===== src/rtl/ptcalc_div_pkg.sv =====
// ---------------------------------------------------------------------------
// ptcalc_div_pkg
// Shared widths, output bounds, FSM state constants and arithmetic helpers
// for the 29s / 7ns -> 22s sequential divider.
// ---------------------------------------------------------------------------
package ptcalc_div_pkg;

  localparam int DIVIDEND_WIDTH = 29;
  localparam int DIVISOR_WIDTH  = 7;
  localparam int QUOTIENT_WIDTH = 22;
  // One spare bit above the divisor width keeps the trial compare in range.
  localparam int REM_WIDTH      = DIVISOR_WIDTH + 1;
  localparam int CNT_WIDTH      = 5;
  // Bits of a 29b quotient that must all agree for it to fit in 22b signed.
  localparam int HEAD_WIDTH     = DIVIDEND_WIDTH - QUOTIENT_WIDTH + 1;

  localparam logic [CNT_WIDTH-1:0]      CNT_INIT = 5'd28;
  localparam logic [QUOTIENT_WIDTH-1:0] QUOT_MAX = 22'h1F_FFFF;
  localparam logic [QUOTIENT_WIDTH-1:0] QUOT_MIN = 22'h20_0000;

  typedef logic [1:0] state_t;
  localparam state_t ST_IDLE = 2'd0;
  localparam state_t ST_CALC = 2'd1;
  localparam state_t ST_FIX  = 2'd2;

  typedef struct packed {
    logic                      ovf;
    logic [QUOTIENT_WIDTH-1:0] quot;
  } sat_t;

  // Unsigned magnitude of a signed dividend; -2^28 maps to 2^28, which fits.
  function automatic logic [DIVIDEND_WIDTH-1:0] magnitude(input logic [DIVIDEND_WIDTH-1:0] v);
    logic [DIVIDEND_WIDTH-1:0] r;
    if (v[DIVIDEND_WIDTH-1]) begin
      r = ~v + 29'd1;
    end else begin
      r = v;
    end
    return r;
  endfunction

  // Two's complement negate of the full 29b quotient when the dividend was negative.
  function automatic logic [DIVIDEND_WIDTH-1:0] apply_sign_quot(input logic [DIVIDEND_WIDTH-1:0] mag,
                                                               input logic neg);
    logic [DIVIDEND_WIDTH-1:0] r;
    if (neg) begin
      r = ~mag + 29'd1;
    end else begin
      r = mag;
    end
    return r;
  endfunction

  // Remainder takes the dividend's sign (truncation toward zero).
  function automatic logic [REM_WIDTH-1:0] apply_sign_rem(input logic [REM_WIDTH-1:0] mag,
                                                          input logic neg);
    logic [REM_WIDTH-1:0] r;
    if (neg) begin
      r = ~mag + 8'd1;
    end else begin
      r = mag;
    end
    return r;
  endfunction

  // Clamp a signed 29b quotient to the signed 22b range and flag clamping.
  function automatic sat_t saturate(input logic [DIVIDEND_WIDTH-1:0] q);
    sat_t                  r;
    logic [HEAD_WIDTH-1:0] head;
    head = q[DIVIDEND_WIDTH-1:QUOTIENT_WIDTH-1];
    if ((&head) || (~|head)) begin
      r.ovf  = 1'b0;
      r.quot = q[QUOTIENT_WIDTH-1:0];
    end else begin
      r.ovf  = 1'b1;
      r.quot = q[DIVIDEND_WIDTH-1] ? QUOT_MIN : QUOT_MAX;
    end
    return r;
  endfunction

endpackage


===== src/rtl/ptcalc_top_div_29s_7ns_22_seq_step.sv =====
// ---------------------------------------------------------------------------
// ptcalc_top_div_29s_7ns_22_seq_step
// One combinational restoring-division step: shift the partial remainder
// left, bring in the next dividend bit, subtract the divisor if it fits.
// Ports:
//   rem_i      partial remainder in (REM_WIDTH)
//   bit_i      next dividend magnitude bit, MSB first
//   divisor_i  unsigned divisor (DIVISOR_WIDTH)
//   rem_o      partial remainder out (REM_WIDTH)
//   q_bit_o    quotient bit produced by this step
// ---------------------------------------------------------------------------
module ptcalc_top_div_29s_7ns_22_seq_step
  import ptcalc_div_pkg::*;
(
  input  logic [REM_WIDTH-1:0]     rem_i,
  input  logic                     bit_i,
  input  logic [DIVISOR_WIDTH-1:0] divisor_i,
  output logic [REM_WIDTH-1:0]     rem_o,
  output logic                     q_bit_o
);

  logic [REM_WIDTH-1:0] shifted_s;
  logic                 carry_s;
  logic                 ge_s;

  // Trial subtract; the bit shifted out of the top counts as "larger than divisor".
  always_comb begin
    carry_s   = rem_i[REM_WIDTH-1];
    shifted_s = {rem_i[REM_WIDTH-2:0], bit_i};
    ge_s      = carry_s | (shifted_s >= {1'b0, divisor_i});
    if (ge_s) begin
      rem_o = shifted_s - {1'b0, divisor_i};
    end else begin
      rem_o = shifted_s;
    end
    q_bit_o = ge_s;
  end

endmodule


===== src/rtl/ptcalc_top_div_29s_7ns_22_seq.sv =====
// ---------------------------------------------------------------------------
// ptcalc_top_div_29s_7ns_22_seq
// Sequential divider, 29b signed dividend / 7b unsigned divisor -> 22b signed
// quotient, one quotient bit per cycle, start/done handshake. Truncates toward
// zero, saturates out-of-range quotients, flags divide-by-zero.
// Ports:
//   ap_clk, ap_rst_n  clock (rising) and async active-low reset
//   ap_start          request, taken only while idle
//   ap_idle           no operation in flight
//   ap_ready          1-cycle pulse after operands are accepted
//   ap_done           1-cycle pulse when dout/rem/ovf/dz are updated
//   din0, din1        dividend (signed 29b), divisor (unsigned 7b)
//   dout, rem         quotient (signed 22b), remainder (signed 8b)
//   ovf, dz           quotient saturated, divisor was zero
// ---------------------------------------------------------------------------
module ptcalc_top_div_29s_7ns_22_seq
  import ptcalc_div_pkg::*;
(
  input  logic                      ap_clk,
  input  logic                      ap_rst_n,
  input  logic                      ap_start,
  output logic                      ap_idle,
  output logic                      ap_ready,
  output logic                      ap_done,
  input  logic [DIVIDEND_WIDTH-1:0] din0,
  input  logic [DIVISOR_WIDTH-1:0]  din1,
  output logic [QUOTIENT_WIDTH-1:0] dout,
  output logic [REM_WIDTH-1:0]      rem,
  output logic                      ovf,
  output logic                      dz
);

  state_t                    state_q, state_d;
  logic [CNT_WIDTH-1:0]      cnt_q, cnt_d;
  logic [DIVIDEND_WIDTH-1:0] mag_q, mag_d;
  logic [DIVIDEND_WIDTH-1:0] quo_q, quo_d;
  logic [REM_WIDTH-1:0]      part_q, part_d;
  logic [DIVISOR_WIDTH-1:0]  dvs_q, dvs_d;
  logic                      neg_q, neg_d;
  logic [QUOTIENT_WIDTH-1:0] dout_q, dout_d;
  logic [REM_WIDTH-1:0]      rem_q, rem_d;
  logic                      ovf_q, ovf_d;
  logic                      dz_q, dz_d;
  logic                      idle_q, idle_d;
  logic                      ready_q, ready_d;
  logic                      done_q, done_d;

  logic [REM_WIDTH-1:0]      step_rem_s;
  logic                      step_qbit_s;
  logic [DIVIDEND_WIDTH-1:0] quot_signed_s;
  sat_t                      sat_s;

  ptcalc_top_div_29s_7ns_22_seq_step u_step (
    .rem_i     (part_q),
    .bit_i     (mag_q[DIVIDEND_WIDTH-1]),
    .divisor_i (dvs_q),
    .rem_o     (step_rem_s),
    .q_bit_o   (step_qbit_s)
  );

  // Signed, saturated view of the finished quotient, consumed in FIX.
  always_comb begin
    quot_signed_s = apply_sign_quot(quo_q, neg_q);
    sat_s         = saturate(quot_signed_s);
  end

  // FSM and datapath next-state logic.
  always_comb begin
    state_d = state_q;
    cnt_d   = cnt_q;
    mag_d   = mag_q;
    quo_d   = quo_q;
    part_d  = part_q;
    dvs_d   = dvs_q;
    neg_d   = neg_q;
    dout_d  = dout_q;
    rem_d   = rem_q;
    ovf_d   = ovf_q;
    dz_d    = dz_q;
    idle_d  = idle_q;
    ready_d = 1'b0;
    done_d  = 1'b0;
    case (state_q)
      ST_IDLE: begin
        if (ap_start) begin
          mag_d   = magnitude(din0);
          neg_d   = din0[DIVIDEND_WIDTH-1];
          dvs_d   = din1;
          part_d  = 8'd0;
          quo_d   = 29'd0;
          cnt_d   = CNT_INIT;
          ready_d = 1'b1;
          idle_d  = 1'b0;
          state_d = ST_CALC;
        end else begin
          idle_d  = 1'b1;
        end
      end
      ST_CALC: begin
        mag_d  = {mag_q[DIVIDEND_WIDTH-2:0], 1'b0};
        part_d = step_rem_s;
        quo_d  = {quo_q[DIVIDEND_WIDTH-2:0], step_qbit_s};
        if (cnt_q == 5'd0) begin
          state_d = ST_FIX;
        end else begin
          cnt_d = cnt_q - 5'd1;
        end
      end
      ST_FIX: begin
        if (dvs_q == 7'd0) begin
          // The core still ran full length; its results are meaningless here.
          dout_d = neg_q ? QUOT_MIN : QUOT_MAX;
          rem_d  = 8'd0;
          ovf_d  = 1'b0;
          dz_d   = 1'b1;
        end else begin
          dout_d = sat_s.quot;
          rem_d  = apply_sign_rem(part_q, neg_q);
          ovf_d  = sat_s.ovf;
          dz_d   = 1'b0;
        end
        done_d  = 1'b1;
        idle_d  = 1'b1;
        state_d = ST_IDLE;
      end
      default: begin
        idle_d  = 1'b1;
        state_d = ST_IDLE;
      end
    endcase
  end

  // State and output registers; reset aborts any operation in flight.
  always_ff @(posedge ap_clk or negedge ap_rst_n) begin
    if (!ap_rst_n) begin
      state_q <= ST_IDLE;
      cnt_q   <= 5'd0;
      mag_q   <= 29'd0;
      quo_q   <= 29'd0;
      part_q  <= 8'd0;
      dvs_q   <= 7'd0;
      neg_q   <= 1'b0;
      dout_q  <= 22'd0;
      rem_q   <= 8'd0;
      ovf_q   <= 1'b0;
      dz_q    <= 1'b0;
      idle_q  <= 1'b1;
      ready_q <= 1'b0;
      done_q  <= 1'b0;
    end else begin
      state_q <= state_d;
      cnt_q   <= cnt_d;
      mag_q   <= mag_d;
      quo_q   <= quo_d;
      part_q  <= part_d;
      dvs_q   <= dvs_d;
      neg_q   <= neg_d;
      dout_q  <= dout_d;
      rem_q   <= rem_d;
      ovf_q   <= ovf_d;
      dz_q    <= dz_d;
      idle_q  <= idle_d;
      ready_q <= ready_d;
      done_q  <= done_d;
    end
  end

  assign ap_idle  = idle_q;
  assign ap_ready = ready_q;
  assign ap_done  = done_q;
  assign dout     = dout_q;
  assign rem      = rem_q;
  assign ovf      = ovf_q;
  assign dz       = dz_q;

endmodule


===== config.mk =====
export PLATFORM = sky130hd
export DESIGN_NAME = ptcalc_top_div_29s_7ns_22_seq
export DESIGN_NICKNAME = d
export VERILOG_FILES = /design/src/rtl/ptcalc_div_pkg.sv /design/src/rtl/ptcalc_top_div_29s_7ns_22_seq_step.sv /design/src/rtl/ptcalc_top_div_29s_7ns_22_seq.sv
export SDC_FILE = /design/constraint.sdc
export NUM_CORES = 1
export LEC_CHECK = 0
export ABC_AREA = 1
export CAP_MARGIN = 30
export CORE_MARGIN = 1.5
export CORE_UTILIZATION = 55
export DETAILED_ROUTE_END_ITERATION = 10
export PLACE_DENSITY_LB_ADDON = 0.15
export SLEW_MARGIN = 15
export SYNTH_ARGS = -nofsm -noshare
export SYNTH_HDL_FRONTEND = slang
export SYNTH_SLANG_ARGS = --single-unit

===== constraint.sdc =====
create_clock -name ap_clk -period 2.3 [get_ports ap_clk]
set_input_delay 0.23 -clock ap_clk [delete_from_list [all_inputs] [get_ports ap_clk]]
set_output_delay 0.23 -clock ap_clk [all_outputs]
set_load 0.01 [all_outputs]

==> impl_results.md <==
- Worst skew pair latency: ~0.42 ns
- RSZ-0062 raised after global routing: true
- NetSw: ~5.4 mW
- Power density over cell area: 1490 nW/um^2
- Post-synth cell types: 45
- Mapped Nets: just under 1,000
- Startpoint Class: register
- Nets: 1,054
- Vias in the first global route: slightly below 6,000
- P_int: ~7.5 mW
- Leakage: between 4 and 5 nW
- Cells after Synth: around 910
- Max-slew headroom: 59.7%
- Overall die area: 13,100 sq um
- Total iterations of the first detailed-routing run: 5
- Detailed-route wire length per cell: ~14 um
- Vias/cell: about 5.3
- Antenna diode count: 0
- Sequential cell fraction of total power: around 28%
- DR vias: approximately 6,300
- # rows: 40
- Initial antenna violation count: 0
- Endpoints failing setup: 0
- Worst r2r src: quo_q[1]$_DFFE_PN0P_
- Slew @ Worst Pin: about 0.61 ns
- Antenna-violating nets left: 0
- Routability cong.: 0.919
- Mapped Avg Cell Area: 7.50 sq um
- DRT Wirelength: 16.4 mm
- Period utilisation layout: a little over nine tenths
- Overall power: around 13 mW
- CTS root buffer: clkbuf_16
- Clock skew: 0.0135 ns
- CTS tree: done
- Combinational power share: a little over 50%
- I/O Buffers: 73
- CTS Sinks: approximately 120
- Initial Utilization: between 50% and 60%
- GRT Total Usage: a little over a quarter
- P&R area growth vs syn: 26.5%
- # DRC: 0
- Reg2Reg Depth: 16
- Peak VDD IR: 0.000785 V
- H-tree levels: 4
- Worst-path clk slew: about 0.050 ns
- Die width: about 110 um
- Final Util: 71.5%
- Post-Syn Area: between 6000 and 7000 sq um
- Setup slack after layout: about 0.054 ns
- Data arrival, critical path: 2.55 ns
- Status: complete, no violations
- I/O pin count: 74
- Placeable Area: about 12,000 sq um
- Critical R2R Capture: dout[0]$_DFFE_PN0P_
- Largest net degree at the start of global routing: between 50 and 60
- Nature of the critical path endpoint: register
- Clock share of power: a little over 20%
- Clk buf depth: 2
- GRT overflow: 0
- Synth Register Bits: between 100 and 150
- Ys Warns: 0
- Post-synthesis sequential area ratio: 42.6%
- DR iter-0 viols: between 400 and 500
- Fraction of layout cells with a size suffix above 1: between 10 and 15%
- Slew Limit Fails: 0
- Fin. Hold Viols: 0
- Die Ht: 114 um
- Sw Ratio: a little over two fifths
- Setup WS pre-CTS: around 0.0083 ns
- Detailed Place HPWL: approximately 11 mm
- Final min period: between 2 and 2.5 ns
- Max_cap viols: 0
- Fmax: about 450 MHz
- R2r setup slk: about 0.054 ns
- Tightest Hold Check Type: input port to asynchronous set/reset pin
- CTS Buf Count: 17
- Critical path class: register to register
- CP Max Fanout: 5
- Critical Path RT: roughly 2.6 ns
- Global-route wire length before repair: approximately 27 mm
-- area by class of cell --
type	count	area, sq um
inverters	103	387
flip-flops and latches	116	2910
well taps	168	210
clock buffers	21	460
repair buffers	110	1070
clock inverters	10	131
multi-input cells	654	3460
fillers	976	3440
-- metrics by stage --
step                      hold slack, ns  instance area (sq um)  instances  setup TNS (ns)
after floorplan                  -0.0656                   6820        909               0
after global placement             0.269                   7820       1141               0
after global routing               0.368                   8620       1182           -1.15
final                              0.366                   8620       1182               0
after detailed placement           0.271                   7820       1141               0
after CTS                          0.353                   8420       1173               0
-- power groups by stage --
stage | combinational [mW] | clock [mW] | sequential, mW
finish | 6.65 | 2.64 | 3.60
global route | 7.44 | 2.77 | 3.71
global placement | 5.86 | 0 | 3.55
CTS | 6.04 | 2.67 | 3.56
floorplan | 4.27 | 0 | 3.53
detailed placement | 5.97 | 0 | 3.58
-- layout by cell type (no fill, tap or decap), types with 3 or more instances in the layout --
cell type          n
nand2_4            3
xnor2_1            9
nor2_4             5
nor2_1            77
clkbuf_16         19
o21ai_1           11
nor3_1            19
nand3_1           26
o21ai_0           75
a21oi_1           17
nand2_1          254
clkdlybuf4s50_1   72
dfrtp_1          114
nand2_2           10
nor2_2            10
inv_2              6
nand3_4            3
nand4_1            7
ha_1              11
buf_4             32
clkinv_2           5
xor2_1            34
bufinv_16          3
o22ai_1           33
a22oi_1           25
inv_1             96
-- state kept, by name, summed over array words and instances (netlist names), 2 cells and up --
| register | cells |
|---|---|
| state_q | 2 |
| cnt_q | 5 |
| mag_q | 29 |
| quo_q | 29 |
| rem | 8 |
| dout | 22 |
| part_q | 8 |
| dvs_q | 7 |
-- synthesized netlist by cell type --
| library cell | n | area share [%] |
|---|---|---|
| nand2_1 | 259 | 14 |
| dfrtp_1 | 115 | 42 |
| inv_1 | 98 | 5.4 |
| nor2_1 | 83 | 4.6 |
| o21ai_0 | 78 | 5.7 |
| xor2_1 | 34 | 4.4 |
| o22ai_1 | 33 | 3.0 |
| clkbuf_1 | 27 | 1.5 |
| nand3_1 | 26 | 1.9 |
| a22oi_1 | 25 | 2.8 |
| nor3_1 | 19 | 1.4 |
| a21oi_1 | 17 | 1.2 |
| ha_1 | 12 | 2.2 |
| o21ai_1 | 9 | 0.66 |
| xnor2_1 | 9 | 1.2 |
| nand2_2 | 7 | 0.64 |
| nand4_1 | 7 | 0.64 |
| nor2_2 | 7 | 0.64 |
| buf_6 | 4 | 0.66 |
| inv_2 | 4 | 0.22 |
| buf_2 | 3 | 0.22 |
| nand3_2 | 3 | 0.44 |
| nor4_1 | 3 | 0.28 |
| buf_1 | 2 | 0.11 |
| nand3b_1 | 2 | 0.22 |
| nor2_4 | 2 | 0.33 |
| o31ai_1 | 2 | 0.22 |
| or2_2 | 2 | 0.18 |
| a21boi_0 | 1 | 0.11 |
| a21o_1 | 1 | 0.11 |
| a21oi_2 | 1 | 0.13 |
| a22o_1 | 1 | 0.13 |
| a31oi_1 | 1 | 0.092 |
| a32o_1 | 1 | 0.15 |
| buf_4 | 1 | 0.11 |
| clkinv_1 | 1 | 0.055 |
| dfstp_2 | 1 | 0.39 |
| fa_1 | 1 | 0.29 |
| nand2_4 | 1 | 0.17 |
| nand3_4 | 1 | 0.26 |
| nor2_8 | 1 | 0.29 |
| nor3_2 | 1 | 0.15 |
| o211ai_1 | 1 | 0.11 |
| o221ai_1 | 1 | 0.13 |
| o41ai_1 | 1 | 0.13 |
-- repair_timing --
| item | in CTS | in global routing |
|---|---|---|
| hold buffers | 1 | 0 |
| pin swaps | 0 | 14 |
| gates resized for setup | 1 | 28 |
| gates cloned | 0 | 4 |
| hold endpoints to repair | 42 | 0 |
| setup buffers | 0 | 5 |
| setup endpoints to repair | 1 | 30 |
-- worst max path at each step --
| stage | startpoint | slack (ns) | depth (start not counted) | to |
|---|---|---|---|---|
| 2_1_floorplan | mag_q[28]$_DFFE_PN0P_ | 0.22 | 13 | part_q[7]$_DFFE_PN0P_ |
| 3_3_place_gp | din0[2] | 0.03 | 14 | mag_q[25]$_DFFE_PN0P_ |
| 3_5_place_dp | mag_q[28]$_DFFE_PN0P_ | 0.008 | 13 | part_q[1]$_DFFE_PN0P_ |
| 4_1_cts | quo_q[0]$_DFFE_PN0P_ | 0.06 | 18 | dout[0]$_DFFE_PN0P_ |
| 5_1_grt | quo_q[1]$_DFFE_PN0P_ | -0.07 | 16 | dout[0]$_DFFE_PN0P_ |
| 6_report | quo_q[1]$_DFFE_PN0P_ | 0.05 | 16 | dout[0]$_DFFE_PN0P_ |
-- worst max-delay path, cell delays in order, from the launching register on --
cell       delay (ns)
dfrtp_1          0.40
inv_2            0.10
ha_4             0.15
nand3_4          0.08
nor2_4           0.14
nor2_4           0.06
nor2_8           0.14
nand3_1          0.10
nand2_1          0.10
nand3_1          0.10
nor2_2           0.14
nand2_2          0.12
nand3_4          0.14
clkbuf_16        0.16
nand2_1          0.05
nand2_1          0.06
nand2_1          0.05
-- logic make-up (layout without fill, tap and decap cells) --
family,after synthesis,in the layout,synth area share (%)
XOR/XNOR,43,43,5.53
AND/OR/NAND/NOR,424,425,26.4
flip-flops,116,116,42.6
adder cells (fa/ha/maj),13,13,2.50
AO/OA/AOI/OAI,173,173,14.7
buffers and inverters,140,244,8.26
-- per-layer routing --
metal	routed length, um	track usage, %	vias to the layer above
met5	0	0	-
met4	385	9.67	0
met3	657	4.76	34
met2	7980	46.7	168
met1	7340	32.5	2930
li1	-	-	3158
Note: power is estimated with default switching activity, not from simulation.
